[src/rtl/sshooter_audio_pkg.sv]
// Shared types and constants for the post-YM2203 audio mixer.
package sshooter_audio_pkg;

  typedef enum logic [2:0] {
    IDLE = 3'd0,
    CH_A = 3'd1,
    CH_B = 3'd2,
    CH_C = 3'd3,
    FM   = 3'd4,
    MIX  = 3'd5
  } mix_state_t;

  localparam int SAMPLE_W = 16;
  localparam int MIX_W    = 20;
  localparam int TERM_W   = 21;

  localparam int DCRM_SHIFT_DEF = 10;
  localparam int LPF_SHIFT_DEF  = 7;
  localparam int FM_SHIFT_DEF   = 4;
  localparam int SSG_GAIN_DEF   = 21;

  function automatic logic signed [SAMPLE_W-1:0] sat16(input logic signed [MIX_W:0] v);
    if (v > 21'sd32767)
      return 16'sh7fff;
    else if (v < -21'sd32768)
      return 16'sh8000;
    else
      return v[SAMPLE_W-1:0];
  endfunction

endpackage

[src/rtl/sshooter_onepole.sv]
// Combinational one-pole update: y = acc >>> SHIFT, acc_next = acc + x - y.
module sshooter_onepole
  import sshooter_audio_pkg::*;
#(
  parameter int SHIFT = 7
) (
  input  logic signed [SAMPLE_W+SHIFT-1:0] acc_i,
  input  logic signed [SAMPLE_W-1:0]       x_i,
  output logic signed [SAMPLE_W-1:0]       y_o,
  output logic signed [SAMPLE_W+SHIFT-1:0] acc_next_o
);

  localparam int ACC_W = SAMPLE_W + SHIFT;

  logic signed [ACC_W-1:0] shifted;

  always_comb begin
    shifted    = acc_i >>> SHIFT;
    y_o        = shifted[SAMPLE_W-1:0];
    acc_next_o = acc_i + ACC_W'(x_i) - ACC_W'(y_o);
  end

endmodule

[src/rtl/sshooter_audio_mixer.sv]
// Time-multiplexed SSG/FM mixer: DC removal + switchable LPF per SSG channel, gain, mix, saturate.
// Optional FM low-pass stage built when SSHOOTER_FM_LPF_EN is defined.
//
// state | meaning
// IDLE  | wait for sample_cen, capture inputs
// CH_A  | SSG A through shared DC/LPF datapath
// CH_B  | SSG B through shared DC/LPF datapath
// CH_C  | SSG C through shared DC/LPF datapath
// FM    | latch FM term (raw or filtered)
// MIX   | sum, double, clamp, register sound
module sshooter_audio_mixer
  import sshooter_audio_pkg::*;
#(
  parameter int DCRM_SHIFT = DCRM_SHIFT_DEF,
  parameter int LPF_SHIFT  = LPF_SHIFT_DEF,
  parameter int FM_SHIFT   = FM_SHIFT_DEF,
  parameter int SSG_GAIN   = SSG_GAIN_DEF
) (
  input  logic                       clk,
  input  logic                       reset,
  input  logic                       sample_cen,
  input  logic signed [SAMPLE_W-1:0] fm_in,
  input  logic [7:0]                 ssg_a,
  input  logic [7:0]                 ssg_b,
  input  logic [7:0]                 ssg_c,
  input  logic [2:0]                 filter_en,
  output logic signed [SAMPLE_W-1:0] sound,
  output logic                       out_valid,
  output logic                       overrun
);

  localparam int DC_W = SAMPLE_W + DCRM_SHIFT;
  localparam int LP_W = SAMPLE_W + LPF_SHIFT;

  mix_state_t                 state_q;
  logic signed [SAMPLE_W-1:0] fm_q;
  logic [7:0]                 ssg_q    [3];
  logic [2:0]                 fen_q;
  logic signed [DC_W-1:0]     dc_acc_q [3];
  logic signed [LP_W-1:0]     lp_acc_q [3];
  logic signed [TERM_W-1:0]   term_q   [3];
  logic signed [SAMPLE_W-1:0] fm_term_q;

  logic [1:0]                 ch;
  logic signed [SAMPLE_W-1:0] x_d, dc_y, xd_d, lp_y, sel_d, sel_sh;
  logic signed [DC_W-1:0]     dc_acc_d;
  logic signed [LP_W-1:0]     lp_acc_d;
  logic signed [TERM_W-1:0]   term_d;
  logic signed [SAMPLE_W-1:0] fm_term_d;
  logic signed [MIX_W-1:0]    sum_d;
  logic signed [MIX_W:0]      s2_d;

  always_comb begin
    ch = 2'd0;
    case (state_q)
      CH_B:    ch = 2'd1;
      CH_C:    ch = 2'd2;
      default: ch = 2'd0;
    endcase
  end

  assign x_d = $signed({3'd0, ssg_q[ch], 5'd0});

  sshooter_onepole #(.SHIFT(DCRM_SHIFT)) u_dc (
    .acc_i      (dc_acc_q[ch]),
    .x_i        (x_d),
    .y_o        (dc_y),
    .acc_next_o (dc_acc_d)
  );

  assign xd_d = x_d - dc_y;

  sshooter_onepole #(.SHIFT(LPF_SHIFT)) u_lp (
    .acc_i      (lp_acc_q[ch]),
    .x_i        (xd_d),
    .y_o        (lp_y),
    .acc_next_o (lp_acc_d)
  );

  // filter_en is MSB-first: bit 2 is channel A
  assign sel_d  = fen_q[2'd2 - ch] ? lp_y : xd_d;
  assign sel_sh = sel_d >>> 5;
  assign term_d = TERM_W'(sel_sh) * TERM_W'(SSG_GAIN);

`ifdef SSHOOTER_FM_LPF_EN
  logic signed [SAMPLE_W+FM_SHIFT-1:0] fm_acc_q, fm_acc_d;

  sshooter_onepole #(.SHIFT(FM_SHIFT)) u_fm (
    .acc_i      (fm_acc_q),
    .x_i        (fm_q),
    .y_o        (fm_term_d),
    .acc_next_o (fm_acc_d)
  );
`else
  assign fm_term_d = fm_q;
`endif

  assign sum_d = MIX_W'(fm_term_q) + MIX_W'(term_q[0]) + MIX_W'(term_q[1]) + MIX_W'(term_q[2]);
  assign s2_d  = {sum_d, 1'b0};

  always_ff @(posedge clk) begin
    if (reset) begin
      state_q   <= IDLE;
      fm_q      <= '0;
      fen_q     <= '0;
      fm_term_q <= '0;
      sound     <= '0;
      out_valid <= 1'b0;
      overrun   <= 1'b0;
      for (int i = 0; i < 3; i++) begin
        ssg_q[i]    <= '0;
        dc_acc_q[i] <= '0;
        lp_acc_q[i] <= '0;
        term_q[i]   <= '0;
      end
`ifdef SSHOOTER_FM_LPF_EN
      fm_acc_q <= '0;
`endif
    end else begin
      out_valid <= 1'b0;
      overrun   <= sample_cen && (state_q != IDLE);
      case (state_q)
        IDLE: begin
          if (sample_cen) begin
            fm_q     <= fm_in;
            ssg_q[0] <= ssg_a;
            ssg_q[1] <= ssg_b;
            ssg_q[2] <= ssg_c;
            fen_q    <= filter_en;
            state_q  <= CH_A;
          end
        end
        CH_A, CH_B, CH_C: begin
          dc_acc_q[ch] <= dc_acc_d;
          lp_acc_q[ch] <= lp_acc_d;
          term_q[ch]   <= term_d;
          state_q      <= (state_q == CH_A) ? CH_B : (state_q == CH_B) ? CH_C : FM;
        end
        FM: begin
          fm_term_q <= fm_term_d;
`ifdef SSHOOTER_FM_LPF_EN
          fm_acc_q  <= fm_acc_d;
`endif
          state_q   <= MIX;
        end
        MIX: begin
          sound     <= sat16(s2_d);
          out_valid <= 1'b1;
          state_q   <= IDLE;
        end
        default: state_q <= IDLE;
      endcase
    end
  end

endmodule
[config.mk]
export PLATFORM = sky130hd
export DESIGN_NAME = sshooter_audio_mixer
export DESIGN_NICKNAME = d
export VERILOG_FILES = /design/src/rtl/sshooter_audio_pkg.sv /design/src/rtl/sshooter_onepole.sv /design/src/rtl/sshooter_audio_mixer.sv
export SDC_FILE = /design/constraint.sdc
export NUM_CORES = 1
export LEC_CHECK = 0
export CORE_ASPECT_RATIO = 0.75
export CORE_MARGIN = 8
export CORE_UTILIZATION = 40
export CTS_CLUSTER_DIAMETER = 30
export DETAILED_ROUTE_END_ITERATION = 7
export PLACE_DENSITY_LB_ADDON = 0.05
export SETUP_SLACK_MARGIN = 0.4
export SLEW_MARGIN = 20
export SYNTH_ARGS = -nofsm -noshare
export SYNTH_HDL_FRONTEND = slang
export SYNTH_SLANG_ARGS = --single-unit
[constraint.sdc]
create_clock -name clk -period 9.1 [get_ports clk]
set_clock_uncertainty 0.2 [all_clocks]
set_input_delay 1.82 -clock clk [delete_from_list [all_inputs] [get_ports clk]]
set_output_delay 1.82 -clock clk [all_outputs]
set_load 0.02 [all_outputs]
# Yosys cells after proc, flatten, opt, wreduce, memory -nomap -nowiden
# Memories as Yosys holds them, arrays and structs flattened.
# Cells that the tools add are included.
[word_totals] reg_bits=56 mem_bits_rw=234 input_bits=46 output_inout_bits=18 mem_count=4
[mem_list] memory="dc_acc_q" depth=3 width=26 read_ports=1 rd_ports_with_merged_regs=0 write_ports=3 line="sshooter_audio_mixer.sv:39" text="logic signed [DC_W-1:0] dc_acc_q [3];"
[mem_list] memory="lp_acc_q" depth=3 width=23 read_ports=1 rd_ports_with_merged_regs=0 write_ports=3 line="sshooter_audio_mixer.sv:40" text="logic signed [LP_W-1:0] lp_acc_q [3];"
[mem_list] memory="term_q" depth=3 width=21 read_ports=3 rd_ports_with_merged_regs=0 write_ports=3 line="sshooter_audio_mixer.sv:41" text="logic signed [TERM_W-1:0] term_q [3];"
[mem_list] memory="ssg_q" depth=3 width=8 read_ports=1 rd_ports_with_merged_regs=0 write_ports=3 line="sshooter_audio_mixer.sv:37" text="logic [7:0] ssg_q [3];"
[op_classes] addsub=9 n_mul=1 magnitude_cmp=3 n_eq_ne=6 n_mux=32 n_bitwise=3 n_reduce_logical=8
[op_table] op="$mux 16" count=3
[op_table] op="$add 20x20->20" count=2
[op_table] op="$add 26x14->26" count=1
[op_table] op="$mux 26" count=1
[op_table] op="$reduce_or 26->1" count=1
[op_table] op="$sub 26x16->26" count=1
[op_table] op="$mux 8" count=3
[op_table] op="$add 23x16->23" count=1
[op_table] op="$mux 23" count=1
[op_table] op="$reduce_or 23->1" count=1
[op_table] op="$sub 23x16->23" count=1
[op_table] op="$gt 21x16->1 const B" count=1
[op_table] op="$lt 21x16->1 const B" count=1
[op_table] op="$mux 21" count=1
[op_table] op="$reduce_or 21->1" count=1
[op_table] op="$add 16x20->20" count=1
[op_table] op="$mul 11x6->17 const B" count=1
[op_table] op="$sub 14x16->16" count=1
[op_table] op="$mux 1" count=14
[op_table] op="$mux 3" count=3
[op_table] op="$pmux 3 s3" count=1
[op_table] op="$eq 3x2->1 const B" count=2
[op_table] op="$eq 3x3->1 const B" count=2
[op_table] op="$mux 2" count=3
[op_table] op="other kinds (12)" count=14

# Logic depth before layout (Yosys ltp)
[depth] word_depth=8 mapped_depth=40 depth_no_buf=33

# By module
# A second synthesis with hierarchy kept.
[hier_totals] cells_unflattened=1839 area_unflattened_um2=18781.8
[by_module_without_submodules] mod="sshooter_audio_mixer" instances=1 cells_each=1259 area_each_um2=14473.9 seq_area_each_um2=7787.5
[by_module_without_submodules] mod="sshooter_onepole at u_dc" instances=1 cells_each=308 area_each_um2=2290.9 seq_area_each_um2=0.0
[by_module_without_submodules] mod="sshooter_onepole at u_lp" instances=1 cells_each=272 area_each_um2=2016.9 seq_area_each_um2=0.0

# Worst setup path after synthesis
# Ideal clock, no wire load.
[synth_path] path_type="register to register" from="register state_q[0]" to="memory term_q[0][14], data pin" setup_time_ns=0.266 arrival_time_ns=7.794 required_ns=8.634 setup_slack_ns=0.840 stages_incl_launch_ff=40 path_buffers=9 synth_period_minus_slack_ns=8.260 cell_sequence="dfxtp_1 -> buf_6 -> or3b_1 -> buf_6 -> clkbuf_1 -> clkbuf_1 -> clkbuf_1 -> ha_1 -> clkbuf_1 -> nor4bb_1 -> buf_2 -> buf_1 -> buf_1 -> o21a_1 -> inv_1 -> ha_1 -> a21oi_1 -> o21bai_1 -> [4 not listed] -> xnor2_1 -> nand2_1 -> o21ai_0 -> ha_1 -> ha_1 -> inv_1 -> fa_1 -> inv_1 -> ha_1 -> a21o_1 -> a21oi_1 -> o21bai_1 -> a21oi_1 -> o21ai_0 -> a21o_1 -> a21oi_1 -> xnor2_1 -> nor2_1"
[synth_rtl] item="from (decl)" line="sshooter_audio_mixer.sv:35" text="mix_state_t state_q;"
[synth_rtl] item="from (signal assigned)" line="sshooter_audio_mixer.sv:137" text="state_q <= (state_q == CH_A) ? CH_B : (state_q == CH_B) ? CH_C : FM;"
[synth_rtl] item="to (decl)" line="sshooter_audio_mixer.sv:41"

==> parameters.txt <==
Parameter                              Value

Detailed routing
  Ratio of routed vias to standard cells ... 5.29
  First-iteration detailed-routing DRC count ... roughly 1100
  Wirelength per Cell ... approximately 20 um
  Router iterations before antenna repair ... 7
  DRT antenna net count ... 0
  Total DRC errors in the routed layout ... 0
  Via Count ... between 10000 and 15000
  Post-Route WL ... 48200 um

Global route
  Global-route total usage across every layer ... a little under a fifth
  Pin count of the biggest net entering global routing ... 60
  Overflow after GRT ... 0
  Global-route wire length before repair ... around 75000 um
  Number of global-route vias before repair ... 12600
  Antenna violations before repair ... 0

Floorplanning
  I/O pins ... 64
  Core Region ... 43100 sq um
  Die footprint ... roughly 50000 sq um
  Die height ... 196 um
  Effective utilization at floorplan ... about 40%
  Row cnt ... 66
  Die W ... 256 um

Cells and area
  Layout area overhead ... 21.3%
  Final core utilization ... between 40% and 50%
  Antenna Cells ... 0
  Ratio of cells with drive above 1 in the final layout ... under 10%
  Net count reported at finish ... between 2000 and 2500
  Post-Layout Inst Area ... about 21000 sq um

Yosys
  Netlist area before placement ... approximately 17000 sq um
  Post-Synthesis Cells ... 1694
  Register area share after synthesis ... ~45%
  Proportion of netlist area held by the largest area contributor ... around two fifths
  Ranking of synthesized cells by area ... sky130_fd_sc_hd__edfxtp_1, sky130_fd_sc_hd__ha_1, sky130_fd_sc_hd__fa_1, sky130_fd_sc_hd__dfxtp_1, sky130_fd_sc_hd__nor2_1
  Mean post-synth cell area ... between 10 and 15 sq um
  Post-synthesis sequential element count ... about 280
  Most used flip-flop cell after synthesis ... sky130_fd_sc_hd__edfxtp_1
  Distinct cell type count of the synthesized netlist ... 69
  Net count of the mapped netlist ... between 1500 and 2000
  Cell type with the largest total area after synthesis ... sky130_fd_sc_hd__edfxtp_1
  Yosys warning total ... 0
  Share of flip-flops with an asynchronous set or reset after synthesis ... 0%
  Number of enable-type register cells in the synthesized netlist ... 222

Worst setup path
  Register-to-Register Setup Slack ... ~1100 ps
  Critical path data required time ... between 9000 and 10000 ps
  Timing endpoint of the critical path ... term_q[0][15]
  Worst reg2reg endpoint ... term_q[0][15]
  Highest net fanout along the worst path ... 26
  Classification of the worst setup path ... flip-flop to flip-flop
  Crit path largest cell delay ... approximately 540 ps
  Category of the worst setup path capture point ... flip-flop
  Origin of the critical flop-to-flop path ... state_q[2]
  Number of cell instances on the worst register-to-register path ... 29
  Critical path arrival ... roughly 8000 ps
  Launch point of the critical path ... state_q[2]
  Highest-delay cell along the critical path ... sky130_fd_sc_hd__or3b_2
  Startpoint type of the worst setup path ... flip-flop

Timing
  Unrepaired setup endpoints after global routing ... no
  Transition time of the tightest slew-check pin ... 1110 ps
  Final clock period utilization by the worst path ... 88.2%
  Final-report setup violation count ... 0
  Number of failing hold endpoints at the final stage ... 0
  Worst-case headroom to the max-slew limit ... between 20% and 30%
  FMAX ... approximately 120 MHz
  Crit path time final ... between 8000 and 9000 ps
  Post-route setup TNS ... 0 ps
  Pins Over Slew Limit ... 0

Outcome
  Outcome ... finished, final reports clean

Clocking
  Number of hold-repair buffers added at the cts stage ... 0
  CTS clk-pin slew, worst paths ... ~50 ps
  Buffers from clock root to sink, at most ... 3
  Clock sink total ... roughly 280
  Clock insertion delay at the later pin of the skew report ... 590 ps
  Number of instances resized during post-cts repair ... 0
  Clock H-tree levels ... 3
  Post-CTS setup-driven buffer insertion count ... 0
  TritonCTS clock tree ... built
  Root Driver ... sky130_fd_sc_hd__clkbuf_16
  TritonCTS buffer count ... 66

Placement
  Total of buffers placed on input and output ports ... 63
  Gp weighted congestion ... 0.883
  DP Wirelength ... ~34000 um
  Post-detailed-placement cell area ... 18700 sq um

Worst hold path
  Hold path startpoint ... fm_q[4]
  Hold Crit Class ... flip-flop to flip-flop

Job
  Max cap viols ... 0
[sequential cells by signal, summed over array words and instances, names as in the netlist]
| name | flops |
|---|---|
| term_q | 51 |
| lp_acc_q | 69 |
| fm_q | 16 |
| dc_acc_q | 78 |
| overrun | 1 |
| fen_q | 3 |
| state_q | 3 |
| sound | 16 |
| out_valid | 1 |
| fm_term_q | 16 |
| ssg_q | 24 |
[worst max-delay path: cells and delay by family, from the launching register on]
kind,cells,cell delay [ps]
AO/OA/AOI/OAI,12,2550
buffers and inverters,4,560
AND/OR/NAND/NOR,5,1450
adder cells (fa/ha/maj),6,2020
flip-flops,1,450
XOR/XNOR,2,470
[layout make-up]
class / count / area (sq um)
clock buffer: 77 / 1800
clock inverter: 45 / 524
fill: 4011 / 22100
inverter: 117 / 452
multi-input combinational: 1228 / 8900
sequential: 278 / 7790
tap: 578 / 723
timing repair buffer: 91 / 848
[metal layers]
metal | global-route usage [%] | share of wire, %
met1 | 30.7 | 54
met2 | 24.8 | 38
met3 | 5.18 | 6.3
met4 | 4.60 | 1.7
met5 | 0 | 0
[synthesized netlist by cell type (28+ instances only)]
cell,count
sky130_fd_sc_hd__nor2_1,240
sky130_fd_sc_hd__edfxtp_1,222
sky130_fd_sc_hd__nand2_1,174
sky130_fd_sc_hd__a21oi_1,126
sky130_fd_sc_hd__ha_1,126
sky130_fd_sc_hd__inv_1,114
sky130_fd_sc_hd__fa_1,75
sky130_fd_sc_hd__dfxtp_1,56
sky130_fd_sc_hd__o21ai_0,51
sky130_fd_sc_hd__clkbuf_1,50
sky130_fd_sc_hd__xnor2_1,45
sky130_fd_sc_hd__a21o_1,36
sky130_fd_sc_hd__xor2_1,32
sky130_fd_sc_hd__and2_1,30
sky130_fd_sc_hd__and3_1,28
[metrics by stage]
step | cells | hold slack, ps | worst slack [ps]
6_report | 2414 | 252 | 1070
5_1_grt | 2414 | 275 | 448
4_1_cts | 2414 | 255 | 825
3_5_place_dp | 2292 | 248 | 869
3_3_place_gp | 2292 | 241 | 1010
2_1_floorplan | 1694 | 232 | 840
[kinds of logic after synthesis]
kind of cell / Yosys count / share of synthesized area, %
AND/OR/NAND/NOR: 576 / 14.8
multiplexers: 16 / 0.952
adder cells (fa/ha/maj): 201 / 17.7
AO/OA/AOI/OAI: 358 / 13.5
XOR/XNOR: 77 / 3.89
flip-flops: 278 / 44.9
buffers and inverters: 188 / 4.29
[cells in the final DEF (no fill, tap or decap), types with 27 or more instances in the layout]
cell,count
sky130_fd_sc_hd__buf_4,27
sky130_fd_sc_hd__xor2_1,31
sky130_fd_sc_hd__clkdlybuf4s50_1,63
sky130_fd_sc_hd__nand2_1,171
sky130_fd_sc_hd__inv_1,114
sky130_fd_sc_hd__edfxtp_1,222
sky130_fd_sc_hd__dfxtp_1,55
sky130_fd_sc_hd__xnor2_1,45
sky130_fd_sc_hd__clkbuf_16,70
sky130_fd_sc_hd__nor2_1,240
sky130_fd_sc_hd__o21ai_0,51
sky130_fd_sc_hd__and3_1,28
sky130_fd_sc_hd__a21oi_1,125
sky130_fd_sc_hd__a21o_1,36
sky130_fd_sc_hd__ha_1,125
sky130_fd_sc_hd__fa_1,75
sky130_fd_sc_hd__and2_1,30
[worst min path at each step]
stage	endpoint	depth (start not counted)
3_5_place_dp	fm_term_q[2]	2
6_report	fm_term_q[4]	2
2_1_floorplan	fm_term_q[0]	2
4_1_cts	fm_term_q[1]	2
5_1_grt	fm_term_q[12]	2
3_3_place_gp	fm_term_q[2]	2
Power is left out: the tool's default activity adds up to more than one toggle a clock period on the data nets, which glitch-free logic cannot reach.
